<file path="config.mk">
export PLATFORM = sky130hd
export DESIGN_NAME = key_conditioner_flat
export DESIGN_NICKNAME = d
export VERILOG_FILES = /design/src/rtl/key_conditioner_if.sv /design/src/rtl/key_conditioner.sv /design/src/flat_wrapper.sv
export SDC_FILE = /design/constraint.sdc
export NUM_CORES = 1
export LEC_CHECK = 0
export CAP_MARGIN = 20
export CORE_MARGIN = 4
export CORE_UTILIZATION = 34
export DETAILED_ROUTE_END_ITERATION = 8
export PLACE_DENSITY_LB_ADDON = 0.2
export SLEW_MARGIN = 5
export SYNTH_ARGS = -nofsm -noshare
export SYNTH_HDL_FRONTEND = slang
export SYNTH_SLANG_ARGS = --single-unit
export TNS_END_PERCENT = 5
</file>
<file path="constraint.sdc">
create_clock -name clk -period 5.2 [get_ports clk]
set_input_delay 1.04 -clock clk [delete_from_list [all_inputs] [get_ports clk]]
set_output_delay 1.04 -clock clk [all_outputs]
set_load 0.05 [all_outputs]
</file>
<file path="src/rtl/key_conditioner_if.sv">
// Push-button bundle between the board keys and the stopwatch control logic.
// The release pulse is carried on release_pulse.
interface key_conditioner_if #(
  parameter int unsigned NKEYS = 2
);
  logic [NKEYS-1:0] key_n;
  logic [NKEYS-1:0] level;
  logic [NKEYS-1:0] press;
  logic [NKEYS-1:0] release_pulse;
  logic [NKEYS-1:0] long_press;

  modport master (
    output key_n,
    input  level,
    input  press,
    input  release_pulse,
    input  long_press
  );

  modport slave (
    input  key_n,
    output level,
    output press,
    output release_pulse,
    output long_press
  );
endinterface

</file>
<file path="src/rtl/key_conditioner.sv">
// Per-key synchroniser, debouncer and press/release/long-press pulse generator.
// Channels are identical and independent; all outputs come straight from flops.
module key_conditioner #(
  parameter int unsigned NKEYS           = 2,
  parameter int unsigned DEBOUNCE_CYCLES = 1000000,
  parameter int unsigned LONG_CYCLES     = 50000000
) (
  input  logic               clk,
  input  logic               rst,
  key_conditioner_if.slave   kif
);

  localparam int unsigned DW = $clog2(DEBOUNCE_CYCLES);
  localparam int unsigned HW = $clog2(LONG_CYCLES);
  localparam logic [DW-1:0] DCNT_LAST = DW'(DEBOUNCE_CYCLES - 1);
  localparam logic [HW-1:0] HCNT_LAST = HW'(LONG_CYCLES - 1);

  typedef enum logic [1:0] {
    ST_RELEASED = 2'd0,
    ST_PRESSED  = 2'd1,
    ST_LONG     = 2'd2
  } state_t;

  for (genvar i = 0; i < NKEYS; i++) begin : g_ch
    logic          s1;
    logic          s2;
    logic          raw;
    logic [DW-1:0] dcnt;
    logic          level_q;
    logic          accept;
    logic          hold_done;
    state_t        state;
    state_t        state_nxt;
    logic [HW-1:0] hcnt;
    logic [HW-1:0] hcnt_nxt;
    logic          press_q;
    logic          release_q;
    logic          long_q;
    logic          press_nxt;
    logic          release_nxt;
    logic          long_nxt;

    // Two-flop synchroniser; reset value is the released (high) level
    always_ff @(posedge clk) begin
      if (rst) begin
        s1 <= 1'b1;
        s2 <= 1'b1;
      end else begin
        s1 <= kif.key_n[i];
        s2 <= s1;
      end
    end

    assign raw    = ~s2;
    assign accept = (raw != level_q) && (dcnt == DCNT_LAST);

    // Debounce: a new level is accepted only after an unbroken run of differing samples
    always_ff @(posedge clk) begin
      if (rst) begin
        dcnt    <= '0;
        level_q <= 1'b0;
      end else if (raw == level_q) begin
        dcnt    <= '0;
      end else if (dcnt == DCNT_LAST) begin
        dcnt    <= '0;
        level_q <= ~level_q;
      end else begin
        dcnt    <= dcnt + DW'(1);
      end
    end

    // hcnt only ever reaches HCNT_LAST-1 in PRESSED, so the increment cannot wrap
    assign hold_done = (hcnt + HW'(1)) == HCNT_LAST;

    // State, hold counter and output registers
    always_ff @(posedge clk) begin
      if (rst) begin
        state     <= ST_RELEASED;
        hcnt      <= '0;
        press_q   <= 1'b0;
        release_q <= 1'b0;
        long_q    <= 1'b0;
      end else begin
        state     <= state_nxt;
        hcnt      <= hcnt_nxt;
        press_q   <= press_nxt;
        release_q <= release_nxt;
        long_q    <= long_nxt;
      end
    end

    // Next state; an accepted release always takes priority over the long-press timeout
    always_comb begin
      state_nxt = state;
      hcnt_nxt  = hcnt;
      unique case (state)
        ST_RELEASED: begin
          if (accept) begin
            state_nxt = ST_PRESSED;
            hcnt_nxt  = '0;
          end
        end
        ST_PRESSED: begin
          if (accept) begin
            state_nxt = ST_RELEASED;
          end else begin
            hcnt_nxt = hcnt + HW'(1);
            if (hold_done) begin
              state_nxt = ST_LONG;
            end
          end
        end
        ST_LONG: begin
          if (accept) begin
            state_nxt = ST_RELEASED;
          end
        end
        default: begin
          state_nxt = ST_RELEASED;
          hcnt_nxt  = '0;
        end
      endcase
    end

    // Pulse decode, registered alongside the state transition
    always_comb begin
      press_nxt   = 1'b0;
      release_nxt = 1'b0;
      long_nxt    = 1'b0;
      unique case (state)
        ST_RELEASED: press_nxt   = accept;
        ST_PRESSED: begin
          release_nxt = accept;
          long_nxt    = ~accept & hold_done;
        end
        ST_LONG:     release_nxt = accept;
        default: begin
          press_nxt   = 1'b0;
          release_nxt = 1'b0;
          long_nxt    = 1'b0;
        end
      endcase
    end

    assign kif.level[i]         = level_q;
    assign kif.press[i]         = press_q;
    assign kif.release_pulse[i] = release_q;
    assign kif.long_press[i]    = long_q;
  end

endmodule

</file>
<file path="src/flat_wrapper.sv">
// flat-port wrapper written by rule: the top's interface ports become plain ports
module key_conditioner_flat 
#(
  parameter int unsigned NKEYS           = 2,
  parameter int unsigned DEBOUNCE_CYCLES = 1000000,
  parameter int unsigned LONG_CYCLES     = 50000000
)
  (clk, rst, kif_key_n, kif_level, kif_press, kif_release_pulse, kif_long_press);
  key_conditioner_if #(.NKEYS(NKEYS)) kif_i ();
  input  logic clk;
  input  logic rst;
  input wire logic [$bits(kif_i.key_n)-1:0] kif_key_n;
  output wire logic [$bits(kif_i.level)-1:0] kif_level;
  output wire logic [$bits(kif_i.press)-1:0] kif_press;
  output wire logic [$bits(kif_i.release_pulse)-1:0] kif_release_pulse;
  output wire logic [$bits(kif_i.long_press)-1:0] kif_long_press;
  assign kif_i.key_n = kif_key_n;
  assign kif_level = kif_i.level;
  assign kif_press = kif_i.press;
  assign kif_release_pulse = kif_i.release_pulse;
  assign kif_long_press = kif_i.long_press;
  key_conditioner #(.NKEYS(NKEYS), .DEBOUNCE_CYCLES(DEBOUNCE_CYCLES), .LONG_CYCLES(LONG_CYCLES)) u_core (.clk(clk), .rst(rst), .kif(kif_i));
endmodule
</file>
==> results.md <==
- Main flop type after synthesis: dfxtp_1
- WHS: 411.3 ps
- WS Path Type: register to register
- CTS tree: built
- Final Cycle Share: 0.6407
- Syn Area/Cell: 7.869 sq um
- DP Wirelength: about 9400 um
- # DRC: 0
- Placed cell areas: between 6000 and 7000 sq um
- Dpl ws: 1950 ps
- Synth-to-Final Area Change: 6.894%
- Later-pin clock latency in the skew report: 350 ps
- Worst Tran Pin Value: around 1000 ps
- Hold_buf cts: 0
- Final Worst Setup Slack: approximately 1900 ps
- Ratio of cells with drive above 1 in the final layout: 0.05430
- Final slew viol count: 0
- Final Instance Area: between 6000 and 7000 sq um
- I/O pin count: 12
- Leakage power: 2.005 nW
- Vias: 5348
- Post-synthesis cell count: roughly 780
- Port bufs: 11
- Total gr overflow: 0
- CP Launch Type: register
- Vert. Die Dim: 141.9 um
- Initial Util: 0.3501
- Crit path cell chain: ha_1 -> nand4_1 -> nor3_1 -> mux2_2 -> or4_1 -> nor4_1 -> nand2_1 -> a41o_1
- CTS Root Cell: clkbuf_16
- Die area: 20140 sq um
- Core area: 17420 sq um
- RSZ-0062 raised after global routing: no
- Global placer's final weighted congestion: slightly above 0.8
- Initial antenna violation count: 0
- Number of library cell types mapped by synthesis: 67
- Largest net degree at the start of global routing: 35
- Synth Net Count: 791
- Fraction of registers with async set/reset: 0
- Skew final: about 7.3 ps
- Clock Path Buffers: 2
- Final Setup Violations: 0
- Clock sinks: 108
- Largest area contributor in the netlist: dfxtp_1
- Max-capacitance violation count: 0
- Largest cells by area after synthesis: dfxtp_1 (35%), nor2_1 (6.0%), a21oi_1 (5.7%)
- Std cell rows: 48
- #FFs+latches synth: 108
- Max incr delay on CP: 570 ps
- Mapped Area: 6098 sq um
- Final hold violation count: 0
- Die W: ~140 um
- Rel. slew slack: 0.3143
- Worst EP required: 5440 ps
- Share of the synthesized area in the top cell type: 0.3545
- Sequential share of the synthesized area: 0.3545
- Mean number of vias per cell: 5.457
- Setup TNS: 0 ps
- PwrDens: 229.2 nW/um^2
- TritonCTS Buffers: 9
- Post-Route WL: 13750 um
- Postcts setup bufs: 0
- Worst hold path class: register to register
- First-pass GRT wire length: 23980 um
- CP max stage cell: nor3_1
- CTS HTree Levels: 3
- Max Clock Freq: 300.2 MHz
- Vias in the first global route: 5055
- Worst-path clk slew: roughly 70 ps
- Antenna-violating nets left: 0
- N_diodes: 0
- Synth Warn #: 0
- Fin nets: 767
- First-pass DRT Iterations: 5
- Worst-path maximum fanout: 10
- DRT iter0 DRCs: 391
- Core Util, Final: 0.3743
- Total track usage: 0.1406
- Wirelength per Cell: 14.03 um
- Worst VDD drop: roughly 0.00014 V
- Endpoint class of the critical path: register
- CP arrival: 3580 ps
- Status: finished clean
- Top-count cell post-synth: dfxtp_1
- Post-CTS resize count: 0
- Fill cell count: roughly 1.8k
- Post-synth top cells: dfxtp_1 (108), nor2_1 (97), a21oi_1 (70)
- Post-route minimum period: ~3300 ps
- Post-synth EDFFs: 0
## registers in the layout, summed over array words and instances, names as in the netlist
signal                 count
u_core.g_ch.dcnt          40
u_core.g_ch.hcnt          52
u_core.g_ch.level_q        2
u_core.g_ch.long_q         2
u_core.g_ch.press_q        2
u_core.g_ch.release_q      2
u_core.g_ch.s1             2
u_core.g_ch.s2             2
u_core.g_ch.state          4
## routing by layer
layer	part of all wire	track usage
met1	0.50	0.1918
met2	0.46	0.2254
met3	0.025	0.02932
met4	0.0081	0.04091
met5	0	0
## path summary, 6_finish.rpt
check	startpoint	to	slack, ps	cells after the start
setup reg to reg	u_core.g_ch[1].hcnt[0]	u_core.g_ch[1].state[0]	1870	8
hold / removal	u_core.g_ch[1].s1	u_core.g_ch[1].s2	410	1
setup / recovery	u_core.g_ch[1].hcnt[0]	u_core.g_ch[1].state[0]	1870	8
hold reg to reg	u_core.g_ch[1].s1	u_core.g_ch[1].s2	410	1
## layout by cell type (no fill, tap or decap), drive strengths merged, types with 4 or more instances in the layout
cell           instances
nor2                  97
clkdlybuf4s50         10
nand2                 39
and3                  26
o21ai                 54
inv                   20
nand3                 44
or4b                   4
xnor2                 18
xor2                  36
ha                    12
nand4                 24
dfxtp                108
nor4                  14
nand2b                 6
and2                  22
buf                    5
or4                   15
clkbuf                 9
or2                    7
nand3b                 9
a21oi                 70
a31oi                  6
or3                   30
nor3                  19
## cell families after synthesis
kind of cell,Yosys count,synth area share
compound gates,157,0.1477
xor+xnor,54,0.07755
fa+ha+maj,12,0.02462
buf+inv,67,0.05457
flops,108,0.3545
mux,3,0.005334
simple gates,374,0.3357
## report_power, final
part	switching (W)	internal [W]	leakage (nW)
clock	0.000320	0.000328	0.133
combinational	0.0000130	0.00000453	1.00
sequential	0.000000876	0.000828	0.871
total	0.000334	0.00116	2.01
## per-stage QoR
| step | total power (W) | instances |
|---|---|---|
| finish | 0.001494 | 980 |
| global route | 0.001557 | 980 |
| CTS | 0.001521 | 980 |
| detailed placement | 0.0008665 | 965 |
| global placement | 0.0008664 | 965 |
| floorplan | 0.0008611 | 775 |
## critical path: cells and delay by family (launching register included)
family          cells  cell delay (ps)
fa+ha+maj           1              380
compound gates      1              250
simple gates        5             1660
flops               1              510
mux                 1              420
## area by class of cell
| class | instances | area [sq um] | area share |
|---|---|---|---|
| Timing Repair Buffer | 15 | 135.1 | 0.02073 |
| Tap cell | 225 | 281.5 | 0.04319 |
| Sequential cell | 108 | 2162 | 0.3317 |
| Clock inverter | 6 | 47.55 | 0.007294 |
| Clock buffer | 9 | 225.2 | 0.03455 |
| Multi-Input combinational cell | 600 | 3603 | 0.5528 |
| Inverter | 17 | 63.81 | 0.009789 |
(Power assumes the default switching activity.)
